## src/rtl/irq_pkg.sv

```systemverilog
// Shared types, constants and vector helper for the interrupt controller.
// Optional feature macro: INTC_NESTING_EN (see irq_ctrl.sv).
package irq_pkg;

  localparam int unsigned NUM_IRQ = 8;

  typedef logic [2:0] irq_id_t;

  typedef enum logic [1:0] {
    IDLE,
    REQ,
    SERVICE
  } irq_state_e;

  // Vector address of a line; arithmetic wraps at 32 bits.
  function automatic logic [31:0] irq_vec_f(input logic [31:0] base,
                                            input logic [31:0] stride,
                                            input irq_id_t     id);
    return base + stride * {29'd0, id};
  endfunction

endpackage

```

## src/rtl/irq_ctrl_if.sv

```systemverilog
// Request/acknowledge/EOI handshake between the interrupt controller and
// the core.
//   irq_req  : controller -> core, request pending
//   irq_id   : controller -> core, id of requested line (stable in request)
//   irq_vec  : controller -> core, vector address of irq_id
//   irq_ack  : core -> controller, request accepted
//   eoi      : core -> controller, one-cycle end-of-interrupt pulse
// master = controller side, slave = core side.
interface irq_ctrl_if;
  import irq_pkg::*;

  logic        irq_req;
  irq_id_t     irq_id;
  logic [31:0] irq_vec;
  logic        irq_ack;
  logic        eoi;

  modport master (output irq_req, irq_id, irq_vec, input irq_ack, eoi);
  modport slave  (input irq_req, irq_id, irq_vec, output irq_ack, eoi);

endinterface

```

## src/rtl/irq_ctrl_pri_enc8.sv

```systemverilog
// pri_enc8: combinational 8->3 highest-set-bit encoder.
//   vec_i   : input vector
//   id_o    : index of highest set bit (0 when vec_i is zero)
//   valid_o : vec_i has at least one bit set
module pri_enc8
  import irq_pkg::*;
(
  input  logic [7:0] vec_i,
  output irq_id_t    id_o,
  output logic       valid_o
);

  // Ascending scan: the last (highest) set bit overwrites earlier ones.
  always_comb begin
    id_o    = '0;
    valid_o = |vec_i;
    for (int unsigned i = 0; i < NUM_IRQ; i++) begin
      if (vec_i[i]) id_o = irq_id_t'(i);
    end
  end

endmodule

```

## src/rtl/irq_ctrl.sv

```systemverilog
// irq_ctrl: eight-line interrupt controller. Rising edges on irq_in latch
// pending bits; the highest unmasked pending line is offered to the core
// through a req/ack handshake when int_en is set, and tracked in
// in_service until EOI.
//   clk, rstN  : clock, synchronous active-low reset
//   irq_in     : level request lines, bit 7 highest priority
//   int_en     : global interrupt enable
//   mask       : per-line mask, 1 = blocked for new arbitration
//   bus        : handshake (irq_req/irq_id/irq_vec out, irq_ack/eoi in)
//   pending    : latched, not-yet-acknowledged events
//   in_service : acknowledged, not-yet-EOI'd interrupts
// Define INTC_NESTING_EN to let a higher-priority candidate preempt while
// in service.
module irq_ctrl
  import irq_pkg::*;
#(
  parameter logic [31:0] VEC_BASE   = 32'h0000_0100,
  parameter logic [31:0] VEC_STRIDE = 32'd4
) (
  input  logic              clk,
  input  logic              rstN,
  input  logic [7:0]        irq_in,
  input  logic              int_en,
  input  logic [7:0]        mask,
  irq_ctrl_if.master        bus,
  output logic [7:0]        pending,
  output logic [7:0]        in_service
);

  irq_state_e state_q, state_d;
  irq_id_t    id_q, id_d;
  logic [7:0] prev_q;
  logic [7:0] pending_q, pending_d;
  logic [7:0] isr_q, isr_d;

  logic [7:0] cand;
  irq_id_t    cand_id, isr_id;
  logic       cand_vld, isr_vld;
  logic       ack_hit;

  assign cand    = pending_q & ~mask;
  assign ack_hit = (state_q == REQ) && bus.irq_ack;

  pri_enc8 u_cand_enc (.vec_i(cand),  .id_o(cand_id), .valid_o(cand_vld));
  pri_enc8 u_isr_enc  (.vec_i(isr_q), .id_o(isr_id),  .valid_o(isr_vld));

  always_comb begin
    state_d   = state_q;
    id_d      = id_q;
    pending_d = pending_q;
    isr_d     = isr_q;

    if (ack_hit) begin
      pending_d[id_q] = 1'b0;
      isr_d[id_q]     = 1'b1;
    end
    if (bus.eoi && isr_vld) isr_d[isr_id] = 1'b0;
    // New edges are OR'd in after the ack clear so a same-cycle edge wins.
    pending_d = pending_d | (irq_in & ~prev_q);

    unique case (state_q)
      IDLE: begin
        if (int_en && cand_vld) begin
          state_d = REQ;
          id_d    = cand_id;
        end
      end
      REQ: begin
        if (bus.irq_ack) begin
          state_d = SERVICE;
        end else if (!int_en || mask[id_q]) begin
          // Withdrawal returns to SERVICE when an older interrupt is still
          // being handled (nested case), otherwise to IDLE.
          state_d = (isr_d != '0) ? SERVICE : IDLE;
        end
      end
      SERVICE: begin
        if (isr_d == '0) begin
          state_d = IDLE;
        end
`ifdef INTC_NESTING_EN
        else if (int_en && cand_vld && (cand_id > isr_id)) begin
          state_d = REQ;
          id_d    = cand_id;
        end
`endif
      end
      default: state_d = IDLE;
    endcase
  end

  always_ff @(posedge clk) begin
    if (!rstN) begin
      state_q   <= IDLE;
      id_q      <= '0;
      prev_q    <= '1;
      pending_q <= '0;
      isr_q     <= '0;
    end else begin
      state_q   <= state_d;
      id_q      <= id_d;
      prev_q    <= irq_in;
      pending_q <= pending_d;
      isr_q     <= isr_d;
    end
  end

  assign bus.irq_req = (state_q == REQ);
  assign bus.irq_id  = id_q;
  assign bus.irq_vec = irq_vec_f(VEC_BASE, VEC_STRIDE, id_q);
  assign pending     = pending_q;
  assign in_service  = isr_q;

endmodule

```

## src/flat_wrapper.sv

```systemverilog
// flat-port wrapper written by rule: the top's interface ports become plain ports
module irq_ctrl_flat import irq_pkg::*;
#(
  parameter logic [31:0] VEC_BASE   = 32'h0000_0100,
  parameter logic [31:0] VEC_STRIDE = 32'd4
)
  (clk, rstN, irq_in, int_en, mask, pending, in_service, bus_irq_req, bus_irq_id, bus_irq_vec, bus_irq_ack, bus_eoi);
  irq_ctrl_if bus_i ();
  input  logic clk;
  input  logic rstN;
  input  logic [7:0] irq_in;
  input  logic int_en;
  input  logic [7:0] mask;
  output logic [7:0] pending;
  output logic [7:0] in_service;
  output wire logic [$bits(bus_i.irq_req)-1:0] bus_irq_req;
  output wire logic [$bits(bus_i.irq_id)-1:0] bus_irq_id;
  output wire logic [$bits(bus_i.irq_vec)-1:0] bus_irq_vec;
  input wire logic [$bits(bus_i.irq_ack)-1:0] bus_irq_ack;
  input wire logic [$bits(bus_i.eoi)-1:0] bus_eoi;
  assign bus_irq_req = bus_i.irq_req;
  assign bus_irq_id = bus_i.irq_id;
  assign bus_irq_vec = bus_i.irq_vec;
  assign bus_i.irq_ack = bus_irq_ack;
  assign bus_i.eoi = bus_eoi;
  irq_ctrl #(.VEC_BASE(VEC_BASE), .VEC_STRIDE(VEC_STRIDE)) u_core (.clk(clk), .rstN(rstN), .irq_in(irq_in), .int_en(int_en), .mask(mask), .bus(bus_i), .pending(pending), .in_service(in_service));
endmodule
```

## config.mk

```make
export PLATFORM = sky130hd
export DESIGN_NAME = irq_ctrl_flat
export DESIGN_NICKNAME = d
export VERILOG_FILES = /design/src/rtl/irq_pkg.sv /design/src/rtl/irq_ctrl_if.sv /design/src/rtl/irq_ctrl_pri_enc8.sv /design/src/rtl/irq_ctrl.sv /design/src/flat_wrapper.sv
export SDC_FILE = /design/constraint.sdc
export NUM_CORES = 1
export LEC_CHECK = 0
export CORE_ASPECT_RATIO = 1.1
export CORE_MARGIN = 5
export CORE_UTILIZATION = 39
export CTS_CLUSTER_SIZE = 12
export DETAILED_ROUTE_END_ITERATION = 10
export GPL_TIMING_DRIVEN = 0
export PLACE_DENSITY = 0.87
export SYNTH_ARGS = -nofsm -noshare
export SYNTH_HDL_FRONTEND = slang
export SYNTH_HIERARCHICAL = 1
export SYNTH_SLANG_ARGS = --single-unit
```

## constraint.sdc

```tcl
create_clock -name clk -period 1.8 [get_ports clk]
set_input_delay 0.54 -clock clk [delete_from_list [all_inputs] [get_ports clk]]
set_output_delay 0.54 -clock clk [all_outputs]
set_load 0.1 [all_outputs]
```

---- After elaboration in Yosys (flattened, before gate mapping) ----
Index checks and enable logic that the tools add are counted.
operators by class
  reductions and logical operators ........ 14
  mux-type cells .......................... 29
  eq/ne operators ......................... 5
  add/subtract/negate cells ............... 1
  bitwise operators ....................... 10
  $lt $le $gt $ge ......................... 4
operators with widths
  cell                  number
  $mux 3                12
  $and 8x8->8           4
  $not 8->8             4
  $mux 8                3
  $or 8x8->8            2
  $reduce_or 8->1       2
  $add 9x5->10 const A  1
  $mux 2                5
  $logic_not 8->1       1
  $lt 3x4->1 const B    2
  $reduce_bool 8->1     1
  $demux 1 s3           2
  $ge 3x1->1 const B    2
  $pmux 2 s3            1
  $logic_and 1x1->1     5
  $mux 1                5
  $ne 2x1->1 const B    2
  $bmux 1 s3            1
  $ne 3x1->1 const B    1
  $reduce_and 3->1      1
  $eq 2x1->1 const B    1
  $eq 2x2->1 const B    1
  $logic_not 2->1       1
  $reduce_and 2->1      1
  other kinds (2)       2
storage, ports and cells
  output and inout bits ................... 52
  input port bits ......................... 21
  flip-flop bits (word level) ............. 29
  logic and storage cells ................. 68

---- Depth between registers and ports, before layout ----
  word-level depth ........................ 19
  depth in mapped cells ................... 7

---- Modules after synthesis ----
Netlist, hierarchy kept.
by module, submodules not included
  module    times used  cells an instance  area each (um^2)
  irq_ctrl  1           180                1610.3
  pri_enc8  2           12                 66.3

---- Least setup slack after synthesis ----
Ideal clock, no wire load.
  kind .................................... register -> register
  from .................................... register u_core.state_q[0]
  to ...................................... register u_core.pending_q[2], in the netlist u_core/pending[2]
  data arrival time ....................... 2509 ps
  setup time .............................. 126 ps
  data required time ...................... 1674 ps
  setup slack ............................. -836 ps
  cell stages (with the launch flop) ...... 5
  buffers on the path ..................... 0
  cells stage by stage .................... dfxtp_1 -> nor2b_1 -> nand2_1 -> o31ai_1 -> a21boi_1
on the way
  word-level cells in the longest chain between the ends .. 4
ends and longest elaborated chain
  item                    RTL line            RTL
  start, declared         irq_ctrl.sv:30      irq_state_e state_q, state_d;
  start signal, assigned  irq_ctrl.sv:100     state_q <= state_d;
  $eq 2x1->1              n/a
  via bus_irq_req         flat_wrapper.sv:16  output wire logic [$bits(bus_i.irq_req)-1:0] bus_irq_req;
  $logic_and 1x1->1       irq_ctrl.sv:42      assign ack_hit = (state_q == REQ) && bus.irq_ack;
  $mux 8                  irq_ctrl.sv:53      if (ack_hit) begin
  $or 8x8->8              irq_ctrl.sv:59      pending_d = pending_d | (irq_in & ~prev_q);
  end signal, assigned    irq_ctrl.sv:103     pending_q <= pending_d;
  end, declared           irq_ctrl.sv:33      logic [7:0] pending_q, pending_d;
The timed path passes the listed nets, and every way through them passes these cells.
A chain may end at the register's enable or synchronous reset.

---- Worst setup path in the final report ----
  from .................................... input mask[6]
  to ...................................... register u_core.id_q[0], in the netlist u_core/bus.irq_id[0]
on the way
  word-level cells in the longest chain between the ends .. 5
ends and longest elaborated chain
  item                               RTL line                 RTL
  start, declared                    flat_wrapper.sv:13       input logic [7:0] mask;
  $not 8->8                          irq_ctrl.sv:41           assign cand = pending_q & ~mask;
  $and 8x8->8                        irq_ctrl.sv:41
  via u_core.cand[6]                 irq_ctrl.sv:36           logic [7:0] cand;
  $reduce_or 8->1                    irq_ctrl_pri_enc8.sv:16  valid_o = |vec_i;
  via u_core.cand_vld                irq_ctrl.sv:38           logic cand_vld, isr_vld;
  $logic_and 1x1->1                  irq_ctrl.sv:63           if (int_en && cand_vld) begin
  $reduce_and 2->1 (no source line)  n/a
  end signal, assigned               irq_ctrl.sv:101          id_q <= id_d;
  end, declared                      irq_ctrl.sv:31           irq_id_t id_q, id_d;
The timed path passes the listed nets, and every way through them passes these cells.

==> impl_metrics.tcl <==
set metrics [dict create \
    status "finished clean" \
    arrival_ns 1.96 \
    grt.total_usage 0.1594 \
    drv_cap 0 \
    gr-total-overflow 0 \
    ant_nets 0 \
    synthCells 204 \
    endpoint_kind "flip-flop" \
    startpoint_type "primary input" \
    fp-row-count 25 \
    r2r_setup_slack_ns 0.11 \
    relSlewSlack 0.6317 \
    total_power_mw 1.903 \
    cts.clk_slew.worst_paths_ns 0.06 \
    top_layer_used "met4" \
    grt_pass1_vias 1550 \
    drtIter0Drc 68 \
    ys_ff_latch 29 \
    viasPerCell 4.800 \
    grt_max_degree 11 \
    avgRoutedWirePerCell_um 13.66 \
    start_util 0.4038 \
    gp_congestion 0.9239 \
    synth_top_area_frac 0.3331 \
    pwr-share-comb 0.354 \
    num_vias 1632 \
    totalWireLength_mm 4.646 \
    fp.dieArea_um2 5908 \
    first_pass_iters 4 \
    dr_wl_met2_mm 2.207 \
    setup-tns-final_ns 0 \
    power_switching_mw 0.7691 \
    seq_power_share 0.357 \
    drive_above_1_share 0.3846 \
    htree_levels 2 \
    power_density_nw_per_um2 739.5 \
    p_int_mw 1.134 \
    syn-cell-area_um2 1743 \
    dp_hpwl_mm 3.408 \
    whs_ns 0.4891 \
    fin_worst_skew_ns 0.006640 \
    io_pins 73 \
    synth_cell_types 42 \
    design.core.area_um2 4317 \
    die_y_um 80.12 \
    syn_avg_cell_area_um2 8.544 \
    hold_path_end "u_core/pending[3]$_SDFF_PN0_" \
    layout_min_cycle_time_ns 1.783 \
    worst_pin_slew_ns 0.5551 \
    crit_path_max_fanout 4 \
    antenna_found_initial 0 \
    regToRegEndpoint "u_core/state_q[1]$_SDFFE_PN0P_" \
    fmax_mhz 560.7 \
    synth_top_flop_cell "dfxtp_1" \
    fin_crit_sh 0.9908 \
    hold_depth 2 \
    synth-async-reset-ratio 0 \
    route.detailed.drc 0 \
    vdd_drop_max_v 0.0005436 \
    netlist_top_cells_area "dfxtp_1, buf_4, nor2b_1" \
    p_sw_frac 0.4041 \
    io_buffers 42 \
    finalSetupViolCount 0 \
    cts-root-buf "clkbuf_8" \
    cp.required_ns 1.98 \
    ys_seq_area_frac 0.3331 \
    r2r_cells 7 \
    cts_tree "built" \
    ctsLongestPathBuffers 2 \
    dpl_worst_slack_ns -0.5115 \
    numCtsBuffers 5 \
    synth_warnings 6 \
    wl_met1_mm 1.842 \
    synth_top_area_cell "dfxtp_1" \
    hold_violations 0 \
    final_nets 306 \
    synth_edf_count 0 \
    hold_class "flip-flop to flip-flop" \
    die_w_um 73.74 \
    maxSlewViolCount 0 \
    critPathKind "primary input to flip-flop" \
    diodes 0 \
    ctsHoldBuffers 0 \
    grt_pass1_wl_mm 7.176 \
    worst_slack_ns 0.01658 \
    clk_latency_ns 0.29 \
    wl_met3_um 499 \
    area_growth_pct 47.67 \
    cts.sinks 29 \
    r2r-start "u_core/in_service[2]$_SDFF_PN0_" \
    clkPwrFrac 0.290 \
    p_leak_nw 1.189 \
    worstHoldStart "u_core/prev_q[3]$_SDFF_PN1_" \
]
timing repair:
item                                    CTS  global route
buffers inserted                          2             3
pin swaps                                 2             3
endpoints found under the setup margin   28            11
resized for setup                        87            21
critical path: stages:
cell,delay (ns)
dlygate4sd2_1,0.27
nor2b_2,0.21
nor2_1,0.11
nand4_1,0.12
nand2_2,0.08
nor3_4,0.30
mux2i_1,0.25
nor2b_1,0.06
logic make-up after synthesis:
group / after synthesis / synth area share
other: 2 / 0.004309
muxes: 5 / 0.04523
AOI/OAI and AO/OA: 39 / 0.1694
buffers and inverters: 42 / 0.1680
DFF: 29 / 0.3331
and+or+nand+nor: 87 / 0.2800
through the flow:
stage | utilization | instance area [um^2] | instances
after floorplan | - | 1913 | 231
after global placement | 0.5562 | 2401 | 327
after detailed placement | 0.5562 | 2401 | 327
after CTS | 0.5855 | 2527 | 337
after global routing | 0.5962 | 2574 | 340
final | 0.5962 | 2574 | 340
routing by layer:
layer | up-vias | GRT usage
met1 | 732 | 0.1730
met4 | 0 | 0.05797
met5 | - | 0
met3 | 15 | 0.05757
li1 | 800 | -
met2 | 85 | 0.2793
synthesized netlist by cell type, types with 3 or more instances:
| cell | n |
|---|---|
| nand2_1 | 16 |
| clkbuf_1 | 4 |
| dfxtp_1 | 29 |
| buf_4 | 32 |
| nor3_1 | 3 |
| a21boi_0 | 4 |
| o21ai_0 | 4 |
| and3_1 | 7 |
| mux2i_1 | 3 |
| a22oi_1 | 3 |
| o21bai_1 | 3 |
| nor2b_1 | 21 |
| nand2b_1 | 19 |
| a21oi_1 | 4 |
| nor2_1 | 10 |
| o31ai_1 | 4 |
cells in the final DEF (no fill, tap or decap), types with 3 or more instances in the layout:
| cell type | instances |
|---|---|
| buf_4 | 37 |
| conb_1 | 29 |
| nand2b_1 | 19 |
| clkdlybuf4s15_2 | 15 |
| nand2_1 | 15 |
| nor2b_1 | 13 |
| clkdlybuf4s50_1 | 11 |
| dfxtp_4 | 11 |
| dfxtp_1 | 10 |
| nor2_1 | 9 |
| dfxtp_2 | 8 |
| nor2b_2 | 7 |
| and3_1 | 7 |
| clkbuf_8 | 6 |
| buf_2 | 6 |
| dlymetal6s2s_1 | 5 |
| clkbuf_1 | 4 |
| a21boi_0 | 4 |
| o21ai_0 | 4 |
| a21oi_1 | 4 |
| dlygate4sd2_1 | 3 |
| o21bai_1 | 3 |
| a22oi_1 | 3 |
| mux2i_1 | 3 |
| o31ai_1 | 3 |
power groups by stage:
| stage | combinational, mW | sequential [mW] | clock (mW) |
|---|---|---|---|
| 6_report | 0.673 | 0.679 | 0.551 |
| 5_1_grt | 0.697 | 0.682 | 0.598 |
| 4_1_cts | 0.658 | 0.678 | 0.565 |
| 3_5_place_dp | 0.661 | 0.691 | 0 |
| 3_3_place_gp | 0.655 | 0.690 | 0 |
| 2_1_floorplan | 0.453 | 0.787 | 0 |
state kept, by name (all words and copies together), names as in the netlist:
register           flops
u_core/pending         8
u_core/state_q         2
u_core/prev_q          8
u_core/in_service      8
u_core/bus.irq_id      3
area by class of cell:
cell class / instances / area, um^2
fillers: 381 / 1743
clock buffers: 6 / 82.58
well taps: 54 / 67.56
inverters: 4 / 15.01
multi-input cells: 160 / 1030
plain buffers: 38 / 277.8
flip-flops and latches: 29 / 631.9
repair buffers: 47 / 460.4
clock inverters: 2 / 8.758
how the worst max path moves through the flow:
stage                               startpoint                                end  slack [ns]
2_1_floorplan  u_core/in_service[1]$_SDFF_PN0_     u_core/state_q[1]$_SDFFE_PN0P_        0.02
3_3_place_gp    u_core/state_q[0]$_SDFFE_PN0P_                        bus_irq_req       -0.51
3_5_place_dp    u_core/state_q[0]$_SDFFE_PN0P_                        bus_irq_req       -0.51
4_1_cts                                mask[7]  u_core/bus.irq_id[1]$_SDFFE_PN0P_      0.0003
5_1_grt                            bus_irq_ack     u_core/state_q[1]$_SDFFE_PN0P_       -0.04
6_report                               mask[6]  u_core/bus.irq_id[0]$_SDFFE_PN0P_        0.02
Power figures use the tool's default switching activity.
==> patch, RTL diff (config.mk and constraints unchanged) <==
Set the package constant `NUM_IRQ` to 7 (it was 8).
--- a/src/rtl/irq_pkg.sv
+++ b/src/rtl/irq_pkg.sv
@@ -3,5 +3,5 @@
 package irq_pkg;
 
-  localparam int unsigned NUM_IRQ = 8;
+  localparam int unsigned NUM_IRQ = 7;
 
   typedef logic [2:0] irq_id_t;
Behaviour: not the same (Yosys sat finds a counterexample within 4 cycles, from zero or initial values and one cycle with rstN low).
==> patch against the original RTL <==
The flow now finishes with violations (negative setup slack); wire length shrank 0.41%; clock power grew 8.2%; via count fell by 1.5%; non-clock buffer count rose by 2; die area down 0.88%; power up 0.97%; highest routed layer unchanged; final area up 1.1%; sequential cell count did not move; worst setup slack worse by 0.15 ns; worst hold slack worse by 0.0087 ns; synthesized area is 1.0% lower; sequential power down 0.6%.
==> patch: results <==
outcome:
  status: "finished, violations left"
  violations: "negative setup slack"
critical_path:
  rr_startpoint: "u_core/in_service[0]$_SDFF_PN0_"
  ff2ff_path_depth: 6
  crit_arrival_ns: 2.13
  path_class: "register to register"
  worst-path-max-fanout: 4
  cp_slowest_stage_delay_ns: 0.50
global_routing:
  grt_util_met3_pct: 4.66
  grt_pass1_vias: 1581
  track_usage_pct: 16.1
cells_and_area:
  seq_share_pct: 24.3
  drive_above_1_share_pct: 40.8
  clk_share_pct: 3.89
  multi_input_area_um2: 1050
  final-nonclk-buf-share_pct: 28.1
  fill_cells: 374
  clock_buffers: 7
  multi_input_cells: 156
  nets: 304
  num-nonclk-inverters: 4
  num-nonclk-buffers: 87
  seq_cell_count: 29
drt:
  route.met2.wl_um: 2310
  dr_wl_met3_um: 412
  viasPerCell: 4.76
  wl_met1_um: 1750
  routedWlPerCell_um: 13.7
  drt_iter0_drc: 34
pwr:
  ir_drop_mv: 0.602
  switching_share_pct: 39.1
  powerComb_uw: 650
  power_clock_uw: 596
  power-per-cell-area_nw_per_um2: 738
  p_leak_nw: 1.17
timing:
  slew_headroom_pct: 63.2
  fin_ws_ns: -0.129
  finClkSkew_ns: 0.00847
  hold_ws_ns: 0.480
  setup_viol: 2
place:
  place_congestion: 0.890
  dp_slack_ns: -0.652
  dp_hpwl_um: 3420
cts:
  post_cts_buffers: 3
  post_cts_resized: 103
synth:
  ys_types: 41
  yosysSeqAreaShare_pct: 33.6
  yosys-top-cells-area: "dfxtp_1 34%, buf_4 14%, nand2b_1 7.6%"
  synth_commonest_cells: "32 x buf_4, 29 x dfxtp_1, 21 x nand2b_1, 21 x nor2b_1, 14 x nand2_1"
## patch: changes by cell type in the layout (fill, tap and decap cells not counted), moves of 3 or more
cell            change
buf_4               +3
nand2_1             -5
nor2b_2             -6
dlymetal6s2s_1      -4
or3_4               +3
nor2_1              -3
nor2b_1             +4
## patch: cells by family (layout without fill, tap and decap cells)
| group | after synthesis | in the layout | synth area share (%) |
|---|---|---|---|
| compound gates | 35 | 35 | 15.1 |
| buf+inv | 42 | 99 | 17.0 |
| flops | 29 | 29 | 33.6 |
| mux | 5 | 5 | 4.57 |
| other cells | 2 | 29 | 0.435 |
| simple gates | 87 | 87 | 29.3 |
## patch: metrics by stage
stage	setup TNS (ns)	instances	area [um2]	utilization (%)
2_1_floorplan	-0.206	227	1910	-
3_3_place_gp	-9.31	323	2400	56.0
3_5_place_dp	-9.60	323	2400	56.0
4_1_cts	-0.337	334	2560	59.7
5_1_grt	-0.335	338	2600	60.7
6_report	-0.189	338	2600	60.7
